## src/rtl/clock_ctrl_if.sv

```systemverilog
// Button, running-time and control signals between the clock_ctrl
// sequencer and its surroundings (button debouncers, clock core, display).
interface clock_ctrl_if;
  logic       btn_mode;
  logic       btn_next;
  logic       btn_inc;
  logic       btn_snooze;
  logic [4:0] cur_hours;
  logic [5:0] cur_mins;
  logic [5:0] cur_secs;
  logic       start;
  logic       set_hours;
  logic       set_mins;
  logic       set_secs;
  logic [4:0] load_hours;
  logic [5:0] load_mins;
  logic [5:0] load_secs;
  logic [4:0] alarm_hours;
  logic [5:0] alarm_mins;
  logic [5:0] alarm_secs;
  logic       alarm_armed;
  logic       buzzer_en;
  logic [2:0] edit_state;

  // Environment side: drives buttons and the running time, observes controls
  modport master (
    output btn_mode, btn_next, btn_inc, btn_snooze,
    output cur_hours, cur_mins, cur_secs,
    input  start, set_hours, set_mins, set_secs,
    input  load_hours, load_mins, load_secs,
    input  alarm_hours, alarm_mins, alarm_secs,
    input  alarm_armed, buzzer_en, edit_state
  );

  // Sequencer side
  modport slave (
    input  btn_mode, btn_next, btn_inc, btn_snooze,
    input  cur_hours, cur_mins, cur_secs,
    output start, set_hours, set_mins, set_secs,
    output load_hours, load_mins, load_secs,
    output alarm_hours, alarm_mins, alarm_secs,
    output alarm_armed, buzzer_en, edit_state
  );
endinterface

```

## src/rtl/clock_ctrl.sv

```systemverilog
// Button-driven sequencer for the clock block: time-of-day and alarm edit
// sessions, load strobes to the clock, and the alarm ring/snooze policy.
module clock_ctrl #(
  parameter int BUZZ_SECS   = 60,
  parameter int SNOOZE_SECS = 300,
  parameter int CNT_W       = 9
) (
  input  logic        clk,
  input  logic        reset,
  clock_ctrl_if.slave bus
);
  typedef enum logic [2:0] {
    RUN = 3'd0, TH = 3'd1, TM = 3'd2, TS = 3'd3, AH = 3'd4, AM = 3'd5, AS = 3'd6
  } edit_t;
  typedef enum logic [1:0] {A_IDLE = 2'd0, A_RING = 2'd1, A_SNOOZE = 2'd2} alarm_t;

  localparam logic [CNT_W-1:0] BUZZ_LAST   = CNT_W'(BUZZ_SECS - 1);
  localparam logic [CNT_W-1:0] SNOOZE_LAST = CNT_W'(SNOOZE_SECS - 1);

  edit_t            state, state_nxt;
  alarm_t           astate, astate_nxt;
  logic [CNT_W-1:0] cnt, cnt_nxt;
  logic [4:0]       ed_hours, al_hours;
  logic [5:0]       ed_mins, ed_secs, al_mins, al_secs;
  logic             armed, start_q, strobe_q, match_q;
  logic [5:0]       secs_q;

  logic do_mode, do_next, do_inc, do_snooze;
  logic capture, recall, commit_time, commit_alarm, disarm, dismiss;
  logic match, trigger, sec_tick;

  function automatic logic [4:0] inc_hours(input logic [4:0] h);
    return (h >= 5'd23) ? 5'd0 : h + 5'd1;
  endfunction

  function automatic logic [5:0] inc_sixty(input logic [5:0] v);
    return (v >= 6'd59) ? 6'd0 : v + 6'd1;
  endfunction

  // One button acts per cycle: mode > next > inc > snooze
  assign do_mode   = bus.btn_mode;
  assign do_next   = bus.btn_next & ~bus.btn_mode;
  assign do_inc    = bus.btn_inc & ~bus.btn_mode & ~bus.btn_next;
  assign do_snooze = bus.btn_snooze & ~bus.btn_mode & ~bus.btn_next & ~bus.btn_inc;

  // match_q makes the trigger edge-sensitive so a stalled clock rings once
  assign match    = armed && (state == RUN) &&
                    ({bus.cur_hours, bus.cur_mins, bus.cur_secs} == {al_hours, al_mins, al_secs});
  assign trigger  = match && !match_q;
  assign sec_tick = (bus.cur_secs != secs_q);

  // Edit FSM state register
  always_ff @(posedge clk) begin
    if (reset) state <= RUN;
    else       state <= state_nxt;
  end

  // Edit FSM next state and action decode
  always_comb begin
    state_nxt    = state;
    capture      = 1'b0;
    recall       = 1'b0;
    commit_time  = 1'b0;
    commit_alarm = 1'b0;
    disarm       = 1'b0;
    dismiss      = 1'b0;
    case (state)
      RUN: if (do_mode) begin
        if (astate == A_IDLE) begin
          capture   = 1'b1;
          state_nxt = TH;
        end else begin
          dismiss = 1'b1;
        end
      end
      TH, TM: if (do_mode) begin
        recall    = 1'b1;
        state_nxt = AH;
      end else if (do_next) begin
        state_nxt = (state == TH) ? TM : TS;
      end
      TS: if (do_mode) begin
        recall    = 1'b1;
        state_nxt = AH;
      end else if (do_next) begin
        commit_time = 1'b1;
        state_nxt   = RUN;
      end
      AH, AM: if (do_mode) begin
        disarm    = 1'b1;
        state_nxt = RUN;
      end else if (do_next) begin
        state_nxt = (state == AH) ? AM : AS;
      end
      AS: if (do_mode) begin
        disarm    = 1'b1;
        state_nxt = RUN;
      end else if (do_next) begin
        commit_alarm = 1'b1;
        state_nxt    = RUN;
      end
      default: state_nxt = RUN;
    endcase
  end

  // Alarm FSM state and ring/snooze second counter
  always_ff @(posedge clk) begin
    if (reset) begin
      astate <= A_IDLE;
      cnt    <= '0;
    end else begin
      astate <= astate_nxt;
      cnt    <= cnt_nxt;
    end
  end

  // Alarm FSM: dismiss beats snooze beats the second count
  always_comb begin
    astate_nxt = astate;
    cnt_nxt    = cnt;
    case (astate)
      A_IDLE: if (trigger) begin
        astate_nxt = A_RING;
        cnt_nxt    = '0;
      end
      A_RING: if (dismiss) begin
        astate_nxt = A_IDLE;
      end else if (do_snooze) begin
        astate_nxt = A_SNOOZE;
        cnt_nxt    = '0;
      end else if (sec_tick) begin
        if (cnt == BUZZ_LAST) begin
          astate_nxt = A_IDLE;
          cnt_nxt    = '0;
        end else begin
          cnt_nxt = cnt + CNT_W'(1);
        end
      end
      A_SNOOZE: if (dismiss) begin
        astate_nxt = A_IDLE;
      end else if (sec_tick) begin
        cnt_nxt = '0;
        if (cnt == SNOOZE_LAST) astate_nxt = A_RING;
        else                    cnt_nxt    = cnt + CNT_W'(1);
      end
      default: astate_nxt = A_IDLE;
    endcase
  end

  // Edit registers: capture running time, recall the alarm, or bump the active field
  always_ff @(posedge clk) begin
    if (reset) begin
      ed_hours <= '0;
      ed_mins  <= '0;
      ed_secs  <= '0;
    end else if (capture) begin
      ed_hours <= bus.cur_hours;
      ed_mins  <= bus.cur_mins;
      ed_secs  <= bus.cur_secs;
    end else if (recall) begin
      ed_hours <= al_hours;
      ed_mins  <= al_mins;
      ed_secs  <= al_secs;
    end else if (do_inc) begin
      case (state)
        TH, AH:  ed_hours <= inc_hours(ed_hours);
        TM, AM:  ed_mins  <= inc_sixty(ed_mins);
        TS, AS:  ed_secs  <= inc_sixty(ed_secs);
        default: ;
      endcase
    end
  end

  // Committed alarm value and armed flag; alarm value survives a disarm
  always_ff @(posedge clk) begin
    if (reset) begin
      al_hours <= '0;
      al_mins  <= '0;
      al_secs  <= '0;
      armed    <= 1'b0;
    end else if (commit_alarm) begin
      al_hours <= ed_hours;
      al_mins  <= ed_mins;
      al_secs  <= ed_secs;
      armed    <= 1'b1;
    end else if (disarm) begin
      armed <= 1'b0;
    end
  end

  // Registered run enable, load strobe and edge-detect history
  always_ff @(posedge clk) begin
    if (reset) begin
      start_q  <= 1'b0;
      strobe_q <= 1'b0;
      secs_q   <= '0;
      match_q  <= 1'b0;
    end else begin
      start_q  <= (state_nxt == RUN);
      strobe_q <= commit_time;
      secs_q   <= bus.cur_secs;
      match_q  <= match;
    end
  end

  assign bus.start       = start_q;
  assign bus.set_hours   = strobe_q;
  assign bus.set_mins    = strobe_q;
  assign bus.set_secs    = strobe_q;
  assign bus.load_hours  = ed_hours;
  assign bus.load_mins   = ed_mins;
  assign bus.load_secs   = ed_secs;
  assign bus.alarm_hours = al_hours;
  assign bus.alarm_mins  = al_mins;
  assign bus.alarm_secs  = al_secs;
  assign bus.alarm_armed = armed;
  assign bus.buzzer_en   = (astate == A_RING);
  assign bus.edit_state  = state;
endmodule

```

## src/flat_wrapper.sv

```systemverilog
// flat-port wrapper written by rule: the top's interface ports become plain ports
module clock_ctrl_flat 
#(
  parameter int BUZZ_SECS   = 60,
  parameter int SNOOZE_SECS = 300,
  parameter int CNT_W       = 9
)
  (clk, reset, bus_btn_mode, bus_btn_next, bus_btn_inc, bus_btn_snooze, bus_cur_hours, bus_cur_mins, bus_cur_secs, bus_start, bus_set_hours, bus_set_mins, bus_set_secs, bus_load_hours, bus_load_mins, bus_load_secs, bus_alarm_hours, bus_alarm_mins, bus_alarm_secs, bus_alarm_armed, bus_buzzer_en, bus_edit_state);
  clock_ctrl_if bus_i ();
  input  logic clk;
  input  logic reset;
  input wire logic [$bits(bus_i.btn_mode)-1:0] bus_btn_mode;
  input wire logic [$bits(bus_i.btn_next)-1:0] bus_btn_next;
  input wire logic [$bits(bus_i.btn_inc)-1:0] bus_btn_inc;
  input wire logic [$bits(bus_i.btn_snooze)-1:0] bus_btn_snooze;
  input wire logic [$bits(bus_i.cur_hours)-1:0] bus_cur_hours;
  input wire logic [$bits(bus_i.cur_mins)-1:0] bus_cur_mins;
  input wire logic [$bits(bus_i.cur_secs)-1:0] bus_cur_secs;
  output wire logic [$bits(bus_i.start)-1:0] bus_start;
  output wire logic [$bits(bus_i.set_hours)-1:0] bus_set_hours;
  output wire logic [$bits(bus_i.set_mins)-1:0] bus_set_mins;
  output wire logic [$bits(bus_i.set_secs)-1:0] bus_set_secs;
  output wire logic [$bits(bus_i.load_hours)-1:0] bus_load_hours;
  output wire logic [$bits(bus_i.load_mins)-1:0] bus_load_mins;
  output wire logic [$bits(bus_i.load_secs)-1:0] bus_load_secs;
  output wire logic [$bits(bus_i.alarm_hours)-1:0] bus_alarm_hours;
  output wire logic [$bits(bus_i.alarm_mins)-1:0] bus_alarm_mins;
  output wire logic [$bits(bus_i.alarm_secs)-1:0] bus_alarm_secs;
  output wire logic [$bits(bus_i.alarm_armed)-1:0] bus_alarm_armed;
  output wire logic [$bits(bus_i.buzzer_en)-1:0] bus_buzzer_en;
  output wire logic [$bits(bus_i.edit_state)-1:0] bus_edit_state;
  assign bus_i.btn_mode = bus_btn_mode;
  assign bus_i.btn_next = bus_btn_next;
  assign bus_i.btn_inc = bus_btn_inc;
  assign bus_i.btn_snooze = bus_btn_snooze;
  assign bus_i.cur_hours = bus_cur_hours;
  assign bus_i.cur_mins = bus_cur_mins;
  assign bus_i.cur_secs = bus_cur_secs;
  assign bus_start = bus_i.start;
  assign bus_set_hours = bus_i.set_hours;
  assign bus_set_mins = bus_i.set_mins;
  assign bus_set_secs = bus_i.set_secs;
  assign bus_load_hours = bus_i.load_hours;
  assign bus_load_mins = bus_i.load_mins;
  assign bus_load_secs = bus_i.load_secs;
  assign bus_alarm_hours = bus_i.alarm_hours;
  assign bus_alarm_mins = bus_i.alarm_mins;
  assign bus_alarm_secs = bus_i.alarm_secs;
  assign bus_alarm_armed = bus_i.alarm_armed;
  assign bus_buzzer_en = bus_i.buzzer_en;
  assign bus_edit_state = bus_i.edit_state;
  clock_ctrl #(.BUZZ_SECS(BUZZ_SECS), .SNOOZE_SECS(SNOOZE_SECS), .CNT_W(CNT_W)) u_core (.clk(clk), .reset(reset), .bus(bus_i));
endmodule
```

## config.mk

```make
export PLATFORM = sky130hd
export DESIGN_NAME = clock_ctrl_flat
export DESIGN_NICKNAME = d
export VERILOG_FILES = /design/src/rtl/clock_ctrl_if.sv /design/src/rtl/clock_ctrl.sv /design/src/flat_wrapper.sv
export SDC_FILE = /design/constraint.sdc
export NUM_CORES = 1
export LEC_CHECK = 0
export ABC_AREA = 0
export CAP_MARGIN = 25
export CORE_AREA = 2 2 92 94
export CTS_CLUSTER_DIAMETER = 50
export DETAILED_ROUTE_END_ITERATION = 8
export DIE_AREA = 0 0 94 96
export PLACE_DENSITY_LB_ADDON = 0.3
export SKIP_LAST_GASP = 1
export SLEW_MARGIN = 5
export SYNTH_ARGS = -nofsm -noshare
export SYNTH_HDL_FRONTEND = slang
export SYNTH_SLANG_ARGS = --single-unit
export TNS_END_PERCENT = 10
```

## constraint.sdc

```tcl
create_clock -name clk -period 2.3 [get_ports clk]
set_clock_uncertainty 0.05 [all_clocks]
set_input_delay 0.345 -clock clk [delete_from_list [all_inputs] [get_ports clk]]
set_output_delay 0.345 -clock clk [all_outputs]
set_load 0.1 [all_outputs]
```

Yosys cells after proc, flatten, opt, wreduce, memory -nomap -nowiden
Index checks and enable logic that the tools add are counted.

Equality and inequality tests: 21. $add $sub $neg: 4. $lt $le $gt $ge: 3. Bitwise operators: 10. Mux-type cells: 59. Reductions and logical operators: 26.

Operators with widths (number): $mux 9 (8); $mux 6 (10); $mux 3 (9); $pmux 9 s3 (1); $mux 5 (5); $mux 2 (9); $eq 17x17->1 (1); $mux 1 (15); $pmux 3 s5 (1); $reduce_bool 3->1 (5); $add 6x1->6 const B (2); $ge 6x6->1 const B (2); $reduce_or 2->1 (6); $add 9x1->9 const B (1); $eq 3x3->1 const B (3); $eq 9x6->1 const B (1); $eq 9x9->1 const B (1); $ne 3x1->1 const B (3); $ne 4x1->1 const B (2); $and 1x1->1 (6); $eq 3x2->1 const B (2); $logic_not 3->1 (2); $ne 6x6->1 (1); $pmux 2 s3 (1); 16 further kinds (26).

Register bits after elaboration: 58. Output and inout bits: 43. Input bits: 23. Logic and storage cells: 137.

Depth between registers and ports, before layout
Depth after elaboration: 7. Mapped depth: 8. Mapped depth without buffers: 8.

Worst setup path before layout
Ideal clock, no wire load.

Path kind: reg2reg. From: reg u_core.al_mins[3] (netlist: u_core.bus.alarm_mins[3]). To: reg u_core.astate[0]. Data arrival time: 2.497 ns. Buffers on the path: 0. Required time: 2.163 ns. Path slack: -0.335 ns. Clock period less this slack: 2.635 ns. Stages on the path, launching flop included: 7. Path through: dfxtp_1 > xnor2_1 > nand2_1 > or4_1 > o21a_1 > or4_1 > o31ai_1.

Word-level cells in the longest chain between the ends: 5.

Ends and longest elaborated chain: start, declared (RTL line clock_ctrl.sv:24) `logic [5:0] ed_mins, ed_secs, al_mins, al_secs;`; start signal, assigned (RTL line clock_ctrl.sv:183) `al_mins <= ed_mins;`; $eq 17x17->1 (RTL line clock_ctrl.sv:48) `({bus.cur_hours, bus.cur_mins, bus.cur_secs} == {al_hours, al_mins, al_secs});`; $logic_and 1x1->1 (RTL line clock_ctrl.sv:47) `assign match = armed && (state == RUN) &&`; $logic_and 1x1->1 (RTL line clock_ctrl.sv:49) `assign trigger = match && !match_q;`; $ne 2x1->1 (no source line); $reduce_and 5->1 (no source line); end signal, assigned (RTL line clock_ctrl.sv:112) `astate <= astate_nxt;`; end, declared (RTL line clock_ctrl.sv:21) `alarm_t astate, astate_nxt;`.

Every way passes these cells. A chain may end at the register's enable or synchronous reset.

Final worst setup path
From: in bus_btn_mode. To: reg u_core.astate[0].

Word-level cells in the longest chain between the ends: 7. Elaborated cells between the ends (all ways): 15. Classes of those cells: 4 x eq/ne; 6 x mux; 4 x bitwise; 1 x reduce/logical.

Ends and longest elaborated chain: start, declared (RTL line flat_wrapper.sv:12) `input wire logic [$bits(bus_i.btn_mode)-1:0] bus_btn_mode;`; $not 1->1 (RTL line clock_ctrl.sv:44) `assign do_snooze = bus.btn_snooze & ~bus.btn_mode & ~bus.btn_next & ~bus.btn_inc;`; $and 1x1->1 (3 in series) (RTL line clock_ctrl.sv:44); $mux 2 (RTL line clock_ctrl.sv:128) `end else if (do_snooze) begin`; $mux 2 (RTL line clock_ctrl.sv:126) `A_RING: if (dismiss) begin`; $pmux 2 s3 (RTL line clock_ctrl.sv:121) `case (astate)`.

Several ways; a longest one is shown, not always the timed one.

==> summary.txt <==
Run status
  • Status: completed

Layout
  • Final net count: 564
  • Multi-input logic area: roughly 2100 µm²
  • Utilization after layout: 0.5683
  • ANT cells: 0
  • Layout fillers: 760
  • Area Overhead vs Synth: 33.91%
  • Fraction of layout cells with a size suffix above 1: 0.2663
  • Reg area: approximately 1200 µm²

Clocking
  • Clock buffer depth: 2
  • Clock root buffer: clkbuf_8
  • Htree depth: 3
  • Worst skew pair latency: 0.34 ns
  • CTS Buf Count: 9
  • CTS tree: yes
  • Clock-pin slew on the worst setup and hold paths: roughly 0.070 ns
  • Clock Sinks: 58

Worst setup path
  • Kind of start point of the critical path: input pin
  • CP Class: in2reg
  • Critical-path maximum fanout: 4
  • Critical path data required time: about 2.5 ns
  • Worst setup EP type: register
  • Critical R2R Capture: u_core.astate[0]$_SDFFE_PP0P_
  • Critical path arrival: ~2.5 ns
  • Reg-to-reg setup timing slack: roughly 0.15 ns
  • R2r startpoint: u_core.cnt[2]$_SDFFE_PP0P_
  • R2R depth: 6

Logic synthesis
  • Area contributors post-synth: dfxtp_1, a21oi_1, nand2_1, xnor2_1, xor2_1
  • Prevailing post-synth register cell: dfxtp_1
  • Synth cell count leaders: nand2_1, a21oi_1, dfxtp_1
  • Mapped Cells: ~440
  • Top-count cell post-synth: nand2_1
  • Share of the synthesized area in the top cell type: 0.3398
  • Syn Area/Cell: just under 8 µm²
  • YS warnings: 0
  • Yosys reg bits: 58
  • Synth area leader: dfxtp_1
  • Post-synthesis async set-or-reset flop share: 0
  • Post-synth EDFFs: 0
  • Mapped Area: approximately 3400 µm²
  • Seq/Total Area, Yosys: 0.3398
  • Post-synth net total: 469
  • Cell variety after synth: 58

Floorplan
  • Floorplan row count: 33
  • Io pins: 66
  • Initial Utilization: 0.4244
  • Die area: 9024 µm²
  • Die Ht: around 96 µm
  • Core Footprint: 8051 µm²
  • Die X: ~94 µm

Routing
  • Drt wl/cell: between 15 and 20 µm
  • Avg Vias per Cell: 5.646
  • Total Wirelength: between 9 and 10 mm
  • Detail Route Antenna Nets: 0
  • DRC: 0
  • Drt first-iter violations: a little under 200
  • DR vias: about 3600
  • DRT Pass-1 Iters: 4

STA
  • RSZ-0062 raised after global routing: true
  • Final Setup Violations: 0
  • Tmin final: between 2 and 2.5 ns
  • Fmax: 0.4442 GHz
  • Rel. slew slack: 0.5022
  • Slew Viols, Final: 0
  • Worst Tran Pin Value: 0.7467 ns
  • Final hold viol count: 0
  • Period utilisation layout: 0.9788

Placement
  • Final RePlAce weighted congestion: 0.8774
  • I/O Buffers: 65
  • Final HPWL DP: roughly 7.1 mm

Min path
  • Hold Path End: u_core.secs_q[5]$_SDFF_PP0_
  • Critical hold path startpoint: bus_cur_secs[5]
  • Worst hold path class: in2reg
  • Hold Crit Depth: 3

Power and ir drop
  • P per Cell Area: around 610 nW/µm²
  • Sw frac: 0.3532
  • Sw power: just under 1 mW
  • Worst vdd ir: 324.6 µV
  • Gate power share: 0.269
  • Flop pwr share: 0.399
  • Static leakage: 1.873 nW
  • Internal: around 1.8 mW
  • Clock power share: 0.332
  • Final Power: 2.787 mW

Global routing
  • Vias in the first global route: 3308
  • Grt total ovfl: 0
  • Largest net degree at the start of global routing: ~40
  • GRT Total Usage: 0.2250
  • First-pass GRT wire length: 16.08 mm
  • Initial antenna violation count: 0

Run
  • Max_cap viols: 0
worst max-delay path by stage:
| stage | startpoint | endpoint |
|---|---|---|
| 2_1_floorplan | u_core.bus.alarm_hours[2]$_SDFFE_PP0P_ | u_core.astate[0]$_SDFFE_PP0P_ |
| 3_3_place_gp | bus_cur_mins[3] | u_core.astate[0]$_SDFFE_PP0P_ |
| 3_5_place_dp | bus_cur_mins[3] | u_core.astate[0]$_SDFFE_PP0P_ |
| 4_1_cts | bus_cur_mins[3] | u_core.astate[0]$_SDFFE_PP0P_ |
| 5_1_grt | bus_cur_hours[0] | u_core.astate[0]$_SDFFE_PP0P_ |
| 6_report | bus_btn_mode | u_core.astate[0]$_SDFFE_PP0P_ |
timing repair:
item | in CTS | in global routing
setup endpoints to repair | 0 | 10
buffers inserted | 0 | 1
hold endpoints to repair | 0 | 0
hold buffers | 0 | 0
gates resized for setup | 0 | 5
state kept, by name, indices dropped and copies added, names as in the netlist:
| register | count |
|---|---|
| u_core.astate | 2 |
| u_core.bus.alarm_armed | 1 |
| u_core.bus.alarm_hours | 5 |
| u_core.bus.alarm_mins | 6 |
| u_core.bus.alarm_secs | 6 |
| u_core.bus.edit_state | 3 |
| u_core.bus.load_hours | 5 |
| u_core.bus.load_mins | 6 |
| u_core.bus.load_secs | 6 |
| u_core.bus.set_hours | 1 |
| u_core.bus.start | 1 |
| u_core.cnt | 9 |
| u_core.match_q | 1 |
| u_core.secs_q | 6 |
layer usage:
metal  vias up  part of all wire  global-route usage
li1       1764                 -                   -
met1      1753              0.47              0.2989
met2        93              0.47              0.3690
met3        15             0.044             0.04620
met4         0             0.016             0.06884
met5         -                 0                   0
worst max-delay path, cell delays in order:
cell and delay (ns):
clkdlybuf4s50_1 0.42, or4b_4 0.57, a21oi_1 0.31, or3_1 0.17, a21oi_1 0.08, or4_1 0.48
o31ai_1 0.07
stage by stage:
stage	setup TNS (ns)	cells	instance area [µm²]	hold WS [ns]	worst slack, ns
6_report	0	642	4576	0.3829	0.04880
5_1_grt	-0.08628	642	4576	0.4092	-0.04872
4_1_cts	0	641	4544	0.4350	0.04754
3_5_place_dp	-3.939	625	4359	0.4247	-0.3056
3_3_place_gp	-2.882	625	4359	0.4173	-0.2587
2_1_floorplan	-0.05279	437	3442	0.4162	-0.02998
power groups by stage:
stage | Combinational, mW | Clock, mW | Sequential, mW
6_report | 0.750 | 0.925 | 1.11
5_1_grt | 0.803 | 0.988 | 1.12
4_1_cts | 0.749 | 0.938 | 1.11
3_5_place_dp | 0.746 | 0 | 1.13
3_3_place_gp | 0.738 | 0 | 1.13
2_1_floorplan | 0.267 | 0 | 1.37
cell families after synthesis:
family,count (synthesis),synth area share
AND/OR/NAND/NOR,169,0.2629
buffers and inverters,37,0.04540
AO/OA/AOI/OAI,133,0.2380
adder cells (fa/ha/maj),9,0.03296
multiplexers,2,0.006591
flip-flops,58,0.3398
XOR/XNOR,29,0.07433
cells in the final DEF, fill, tap and decap left out, types with 4 or more instances in the layout:
cell,n
nand2_1,60
a211o_1,4
or3_1,9
xnor2_1,13
o21ai_0,23
clkbuf_8,9
clkinv_2,4
inv_1,6
and3_1,10
clkdlybuf4s50_1,19
dfxtp_1,40
buf_4,92
a211oi_1,6
nor4_1,4
o211ai_1,7
nand2b_1,4
a31oi_1,4
xor2_1,14
nand4b_1,11
o21ai_1,6
nor2_1,28
a221oi_1,6
nand3_1,9
dfxtp_2,18
nor2b_1,10
a21oi_1,57
ha_1,8
cell type report:
class,count,share of cell area
clock buffer,10,0.02789
tap,105,0.02871
inverter,6,0.004922
timing repair buffer,115,0.2034
sequential,58,0.2587
multi-input combinational,342,0.4638
clock inverter,6,0.01258
No activity file was read; power rests on OpenSTA's default activity.
